## src/rtl/yarp_mem_arbiter.sv

```systemverilog
// Arbitrates YARP's single memory port between instruction fetch and load/store,
// with data priority and a streak counter that bounds fetch starvation.
//
// state | meaning
// ------+---------------------------------------------------------------
// IDLE  | no transaction; arbitrate and capture the winner's request
// ISSUE | mem_req_o asserted with stable payload, waiting for mem_gnt_i
// RESP  | request accepted, waiting for mem_rvalid_i to route to owner
module yarp_mem_arbiter #(
    parameter int ADDR_W          = 32,
    parameter int DATA_W          = 32,
    parameter int MAX_DATA_STREAK = 4
) (
    input  logic              clk,
    input  logic              reset_n,
    input  logic              instr_req_i,
    input  logic [ADDR_W-1:0] instr_addr_i,
    output logic              instr_gnt_o,
    output logic              instr_rvalid_o,
    output logic [DATA_W-1:0] instr_rdata_o,
    input  logic              data_req_i,
    input  logic [ADDR_W-1:0] data_addr_i,
    input  logic              data_wr_i,
    input  logic [1:0]        data_byte_i,
    input  logic [DATA_W-1:0] data_wdata_i,
    output logic              data_gnt_o,
    output logic              data_rvalid_o,
    output logic [DATA_W-1:0] data_rdata_o,
    output logic              mem_req_o,
    output logic [ADDR_W-1:0] mem_addr_o,
    output logic              mem_wr_o,
    output logic [1:0]        mem_byte_o,
    output logic [DATA_W-1:0] mem_wdata_o,
    input  logic              mem_gnt_i,
    input  logic              mem_rvalid_i,
    input  logic [DATA_W-1:0] mem_rdata_i,
    output logic              busy_o
);

    typedef enum logic [1:0] {
        IDLE  = 2'd0,
        ISSUE = 2'd1,
        RESP  = 2'd2
    } state_t;

    localparam logic [3:0] STREAK_MAX = 4'(MAX_DATA_STREAK);
    localparam logic [1:0] BYTE_WORD  = 2'b11;

    state_t     state_q, state_d;
    logic       owner_data_q;
    logic [3:0] streak_q;
    logic       fetch_pick;
    logic       data_pick;

    // Fetch wins when alone, or when data has held the port for a full streak.
    assign fetch_pick = instr_req_i && (!data_req_i || (streak_q == STREAK_MAX));
    assign data_pick  = data_req_i && !fetch_pick;

    always_comb begin
        state_d        = state_q;
        instr_gnt_o    = 1'b0;
        data_gnt_o     = 1'b0;
        mem_req_o      = 1'b0;
        instr_rvalid_o = 1'b0;
        data_rvalid_o  = 1'b0;
        case (state_q)
            IDLE: begin
                // Grants are combinational, so keep them quiet while reset is held.
                instr_gnt_o = fetch_pick && reset_n;
                data_gnt_o  = data_pick && reset_n;
                if (fetch_pick || data_pick) begin
                    state_d = ISSUE;
                end
            end
            ISSUE: begin
                mem_req_o = 1'b1;
                if (mem_gnt_i) begin
                    state_d = RESP;
                end
            end
            RESP: begin
                if (mem_rvalid_i) begin
                    instr_rvalid_o = !owner_data_q;
                    data_rvalid_o  = owner_data_q;
                    state_d        = IDLE;
                end
            end
            default: state_d = IDLE;
        endcase
    end

    assign busy_o        = (state_q != IDLE);
    assign instr_rdata_o = mem_rdata_i;
    assign data_rdata_o  = mem_rdata_i;

    always_ff @(posedge clk or negedge reset_n) begin
        if (!reset_n) begin
            state_q      <= IDLE;
            owner_data_q <= 1'b0;
            streak_q     <= 4'd0;
            mem_addr_o   <= '0;
            mem_wr_o     <= 1'b0;
            mem_byte_o   <= 2'b00;
            mem_wdata_o  <= '0;
        end else begin
            state_q <= state_d;
            if (state_q == IDLE && fetch_pick) begin
                owner_data_q <= 1'b0;
                streak_q     <= 4'd0;
                mem_addr_o   <= instr_addr_i;
                mem_wr_o     <= 1'b0;
                mem_byte_o   <= BYTE_WORD;
                mem_wdata_o  <= '0;
            end else if (state_q == IDLE && data_pick) begin
                owner_data_q <= 1'b1;
                if (!instr_req_i) begin
                    streak_q <= 4'd0;
                end else if (streak_q != STREAK_MAX) begin
                    streak_q <= streak_q + 4'd1;
                end
                mem_addr_o  <= data_addr_i;
                mem_wr_o    <= data_wr_i;
                mem_byte_o  <= data_byte_i;
                mem_wdata_o <= data_wdata_i;
            end
        end
    end

endmodule
```

## config.mk

```make
export PLATFORM = sky130hd
export DESIGN_NAME = yarp_mem_arbiter
export DESIGN_NICKNAME = d
export VERILOG_FILES = /design/src/rtl/yarp_mem_arbiter.sv
export SDC_FILE = /design/constraint.sdc
export NUM_CORES = 1
export LEC_CHECK = 0
export ABC_AREA = 1
export CAP_MARGIN = 30
export CORE_MARGIN = 5
export CORE_UTILIZATION = 30
export CTS_CLUSTER_DIAMETER = 150
export DETAILED_ROUTE_END_ITERATION = 10
export HOLD_SLACK_MARGIN = 0.1
export PLACE_DENSITY = 0.82
export SYNTH_ARGS = -nofsm -noshare
export SYNTH_HDL_FRONTEND = slang
export SYNTH_SLANG_ARGS = --single-unit
```

## constraint.sdc

```tcl
create_clock -name clk -period 2.2 [get_ports clk]
set_input_delay 0.66 -clock clk [delete_from_list [all_inputs] [get_ports clk]]
set_output_delay 0.66 -clock clk [all_outputs]
set_load 0.05 [all_outputs]
```

Word-level counts from Yosys, hierarchy flattened
Index checks and enable logic that the tools add are counted. W data, S select, Z words.

Memory bits (writable): 0. Bits in latches: 0. Word-level logic and storage cells: 57. Bits of input ports: 137. Memories: 0. Output and inout port bits: 137. Memory bits (read-only): 0. Register bits: 74.

Shift-type cells: 0. Add/subtract/negate cells: 1. Multiplexer cells: 25. Div/mod/pow operators: 0. Reduce and logical (&&, ||, !) cells: 16. Magnitude comparators: 0. Eq/ne operators: 8. Multiply operators: 0. Bitwise gates (word level): 0.

Operator list (number): $mux W32 (4); $mux W4 (4); $mux W1 (11); $mux W2 (5); $logic_and A1 B1 Y1 (6); $ne A2 B2 Y1 const B (3); $pmux W2 S3 (1); $add A4 B1 Y4 const B (1); $eq A4 B3 Y1 const B (1); $ne A4 B3 Y1 const B (1); $reduce_bool A2 Y1 (2); $logic_not A1 Y1 (3); $ne A3 B1 Y1 const B (1); $reduce_and A3 Y1 (1); $eq A2 B1 Y1 const B (1); $eq A2 B2 Y1 const B (1); $logic_not A2 Y1 (1); $logic_or A1 B1 Y1 (2); $reduce_and A2 Y1 (1).

Logic depth before layout (Yosys ltp)
Depth after elaboration: 8. Gate-level depth with buffers: 10. Depth with buffers taken out: 9.

Worst setup path after synthesis
Ideal clock, no wire load.

Path kind: input-to-output. From: input instr_req_i. To: output instr_gnt_o. Slack: -310 ps. Cell stages on the path: 4. Buffers on the path: 2. Arrival time: 1850 ps. Required time: 1540 ps. Cell sequence: buf_2 > nand3_1 > buf_2 > nor2_1.

Cells in the longest elaborated chain, start to end: 3.

Ends and longest elaborated chain: from (decl) (RTL line 16) `input logic instr_req_i,`; $logic_and A1 B1 Y1 (RTL line 56) `assign fetch_pick = instr_req_i && (!data_req_i || (streak_q == STREAK_MAX));`; $logic_and A1 B1 Y1 (RTL line 69) `instr_gnt_o = fetch_pick && reset_n;`; $mux W1 (RTL line 66) `case (state_q)`; to (decl) (RTL line 18) `output logic instr_gnt_o,`.

Every way passes these cells.

Final worst setup path
From: register streak_q[1]. To: output instr_gnt_o.

Cells in the longest elaborated chain, start to end: 5.

Ends and longest elaborated chain: from (decl) (RTL line 51) `logic [3:0] streak_q;`; from (signal assigned) (RTL line 119) `streak_q <= streak_q + 4'd1;`; $eq A4 B3 Y1 (RTL line 56); $logic_or A1 B1 Y1 (RTL line 56); $logic_and A1 B1 Y1 (RTL line 56); $logic_and A1 B1 Y1 (RTL line 69); $mux W1 (RTL line 66).

Every way passes these cells.

==> summary.txt <==
GRT
  • First-pass GRT wire length: 19.3 mm
  • Initial antenna violation count: 0
  • Grt ovf: 0
  • Vias in the first global route: approximately 3.8k
  • Pin count of the biggest net entering global routing: 75
  • GR Util All Layers: 15.3%

Floorplan
  • Die width: around 120 um
  • Die area: 0.0155 mm^2
  • Row count: 41
  • Core ar.: 0.0127 mm^2
  • Initial core utilization: around 31%
  • Top Ports: 274
  • Die height: 125 um

Cells and area
  • Antenna cells: 0
  • Final #Nets: approximately 770
  • Final non-filler cell total: 807
  • Fraction of layout cells with a size suffix above 1: 14.2%
  • Area occupied by multi-input gates: 0.00148 mm^2
  • Seq. cell area: between 0.0015 and 0.002 mm^2
  • Area grow syn2layout: 52.5%
  • Fill cell count: ~1.2k

Critical path
  • Slowest CP cell: dfrtp_1
  • Crit path required time: 1.54 ns
  • Top cell family by delay on the critical path: simple AND/OR/NAND/NOR gates
  • Crit start category: flop
  • WP data arrival: 1.51 ns
  • CP Cell Sequence: inv_1, ha_2, nand3_2, nand2_4, nand3_4, nor2_4, buf_12
  • Setup slack, reg-to-reg: about 0.57 ns
  • CP Class: flop to output pin
  • RR Endpoint: streak_q[0]
  • Slowest cell delay on critical path: 0.38 ns
  • Crit end category: output pin
  • Critical Path Fanout Max: 3
  • Crit Reg-Reg Startpoint: streak_q[1]
  • Worst R2R Path Depth: 8
  • Worst Path Buf+Inv: 2

Clocking
  • TritonCTS Buffers: 9
  • CTS Buffer Depth: 2
  • CTS root buf: clkbuf_16
  • Htree depth: 3
  • Clock Latency Late Sink: 0.33 ns
  • Clock slew at reported path FFs: 0.06 ns
  • Clk sinks: 74
  • # hold bufs at CTS: 0
  • CTS tree: done

Drt
  • ANT nets after route: 0
  • Vias per cell: approximately 4.6
  • WL per Instance: 14.8 um
  • Iteration-0 DRC Markers: 241
  • Drt drc: 0
  • Total number of vias: 3729
  • 1st-pass router iterations: 4
  • Detailed Route WL: about 12 mm

Timing
  • Endpoints failing hold: 0
  • Worst slew margin: 64.3%
  • Worst setup margin: 0.0250 ns
  • Skew final: 0.00412 ns
  • Fin. max-slew vios: 0
  • Final hold slack: 0.434 ns
  • Worst slew pin tran: 0.535 ns
  • Fin crit share: 98.9%
  • Period minus WS final: 2.17 ns
  • Fmax: 460 MHz
  • Final setup violation count: 0
  • Setup TNS: 0 ns
  • RSZ-0062 raised after global routing: true

Synth
  • Yosys warning count: 0
  • Yosys cell types: 21
  • Syn_area_per_cell: 7.76 um^2
  • Syn Nets: 646
  • Synthesized instance count: 507
  • Yosys reg bits: 74
  • Register area share after synthesis: 47.0%
  • Cell Area, Synth: approximately 0.0039 mm^2

Power
  • Pint: about 4.8 mW
  • Sequential fraction of design power: 24.6%
  • Net Sw Frac: 48.7%
  • Clock Power Share: 16.7%
  • Total Power: 9.44 mW
  • VDD IR max: 0.768 mV
  • Static leakage: ~3.2 nW
  • Cell Pwr Density: 1570 mW/mm^2
  • Net switching power: around 4.6 mW
  • Combinational Power Share: 58.6%

Outcome
  • Status: finished clean

Placement
  • Dpl hpwl: 8.55 mm
  • Port bufs: 177
  • Pre-CTS WS: -0.193 ns
  • GP Congestion: 0.869
  • Placed insts: 783

Worst hold path
  • HP Class: input pin to async pin

Flow run
  • Max-cap violations: 0
[timing repair]
action	CTS	global route
resized for setup	9	29
pin swaps	6	6
setup endpoints to repair	4	23
setup buffers	5	2
[kinds of logic after synthesis]
group | Yosys count | share of synthesized area, %
AOI/OAI and AO/OA | 9 | 1.40
DFF | 74 | 47.0
and+or+nand+nor | 313 | 33.4
buffers and inverters | 107 | 17.0
xor gates and xnor gates | 2 | 0.445
adders and majority gates | 2 | 0.636
[state kept, by name, summed over array words and instances, names as in the netlist]
register      count
state_q           2
mem_byte_o        2
streak_q          4
mem_wr_o          1
mem_wdata_o      32
owner_data_q      1
mem_addr_o       32
[power groups by stage]
| stage | sequential, mW | clock, mW | combinational, mW |
|---|---|---|---|
| floorplan | 4.30 | 0 | 1.76 |
| global placement | 2.34 | 0 | 5.41 |
| detailed placement | 2.35 | 0 | 5.47 |
| CTS | 2.34 | 1.64 | 5.55 |
| global route | 2.41 | 1.70 | 5.90 |
| finish | 2.33 | 1.58 | 5.54 |
[how the worst max path moves through the flow]
stage	from	slack [ns]	cells past startpoint	endpoint
2_1_floorplan	mem_rvalid_i	-0.24	2	data_rvalid_o
4_1_cts	streak_q[1]	-0.05	7	instr_gnt_o
3_5_place_dp	data_req_i	-0.19	6	data_gnt_o
6_report	streak_q[1]	0.03	7	instr_gnt_o
5_1_grt	streak_q[1]	-0.07	7	instr_gnt_o
3_3_place_gp	data_req_i	-0.18	6	data_gnt_o
[per-layer routing]
layer | vias to the layer above | routed length [um] | GRT usage [%]
met5 | - | 0 | 0
met4 | 0 | 324 | 6.13
met3 | 35 | 1130 | 6.65
met2 | 162 | 5700 | 24.9
met1 | 1739 | 4770 | 17.8
li1 | 1793 | - | -
[layout by cell type, fill, tap and decap left out, types with 3 or more instances in the layout]
| cell | Yosys | layout |
|---|---|---|
| buf_12 | 0 | 8 |
| buf_4 | 65 | 50 |
| clkbuf_16 | 0 | 9 |
| clkdlybuf4s50_1 | 0 | 123 |
| dfrtp_1 | 74 | 74 |
| dlygate4sd2_1 | 0 | 3 |
| dlymetal6s2s_1 | 0 | 21 |
| inv_1 | 11 | 10 |
| inv_2 | 2 | 3 |
| nand2_1 | 234 | 231 |
| nand3_1 | 37 | 35 |
| nand4_1 | 33 | 33 |
| nor2_1 | 5 | 3 |
| nor2_4 | 1 | 3 |
| o21ai_0 | 3 | 3 |
| o22ai_1 | 3 | 3 |
[worst min-delay path: stages]
cell	delay, ns
buf_4	0.09
buf_4	0.12
buf_16	0.30
[cells in the mapped netlist]
master	number	area share (%)
nor2_4	1	0.29
dfrtp_1	74	47
inv_2	2	0.19
o31ai_1	1	0.19
nand2_1	234	22
buf_2	14	1.8
buf_6	1	0.29
nor2_2	1	0.16
xor2_1	2	0.45
clkbuf_1	14	1.3
a21oi_2	1	0.22
nor3_1	2	0.25
nor2_1	5	0.48
buf_4	65	12
o22ai_1	3	0.48
nand3_1	37	4.7
a21oi_1	1	0.13
inv_1	11	1.0
ha_1	2	0.64
nand4_1	33	5.2
o21ai_0	3	0.38
[final cells by class]
cell class,instances,share of cell area [%]
Clock buffer,11,4.04
Clock inverter,5,1.29
Inverter,13,0.813
Multi-Input combinational cell,326,24.7
Sequential cell,74,30.8
Tap cell,172,3.58
Timing Repair Buffer,206,34.7
[through the flow]
stage / instance area (um^2) / util (%)
floorplan: 3940 / -
global placement: 5500 / 43.2
detailed placement: 5500 / 43.2
CTS: 5870 / 46.1
global route: 6000 / 47.2
finish: 6000 / 47.2
Power figures use the tool's default switching activity.
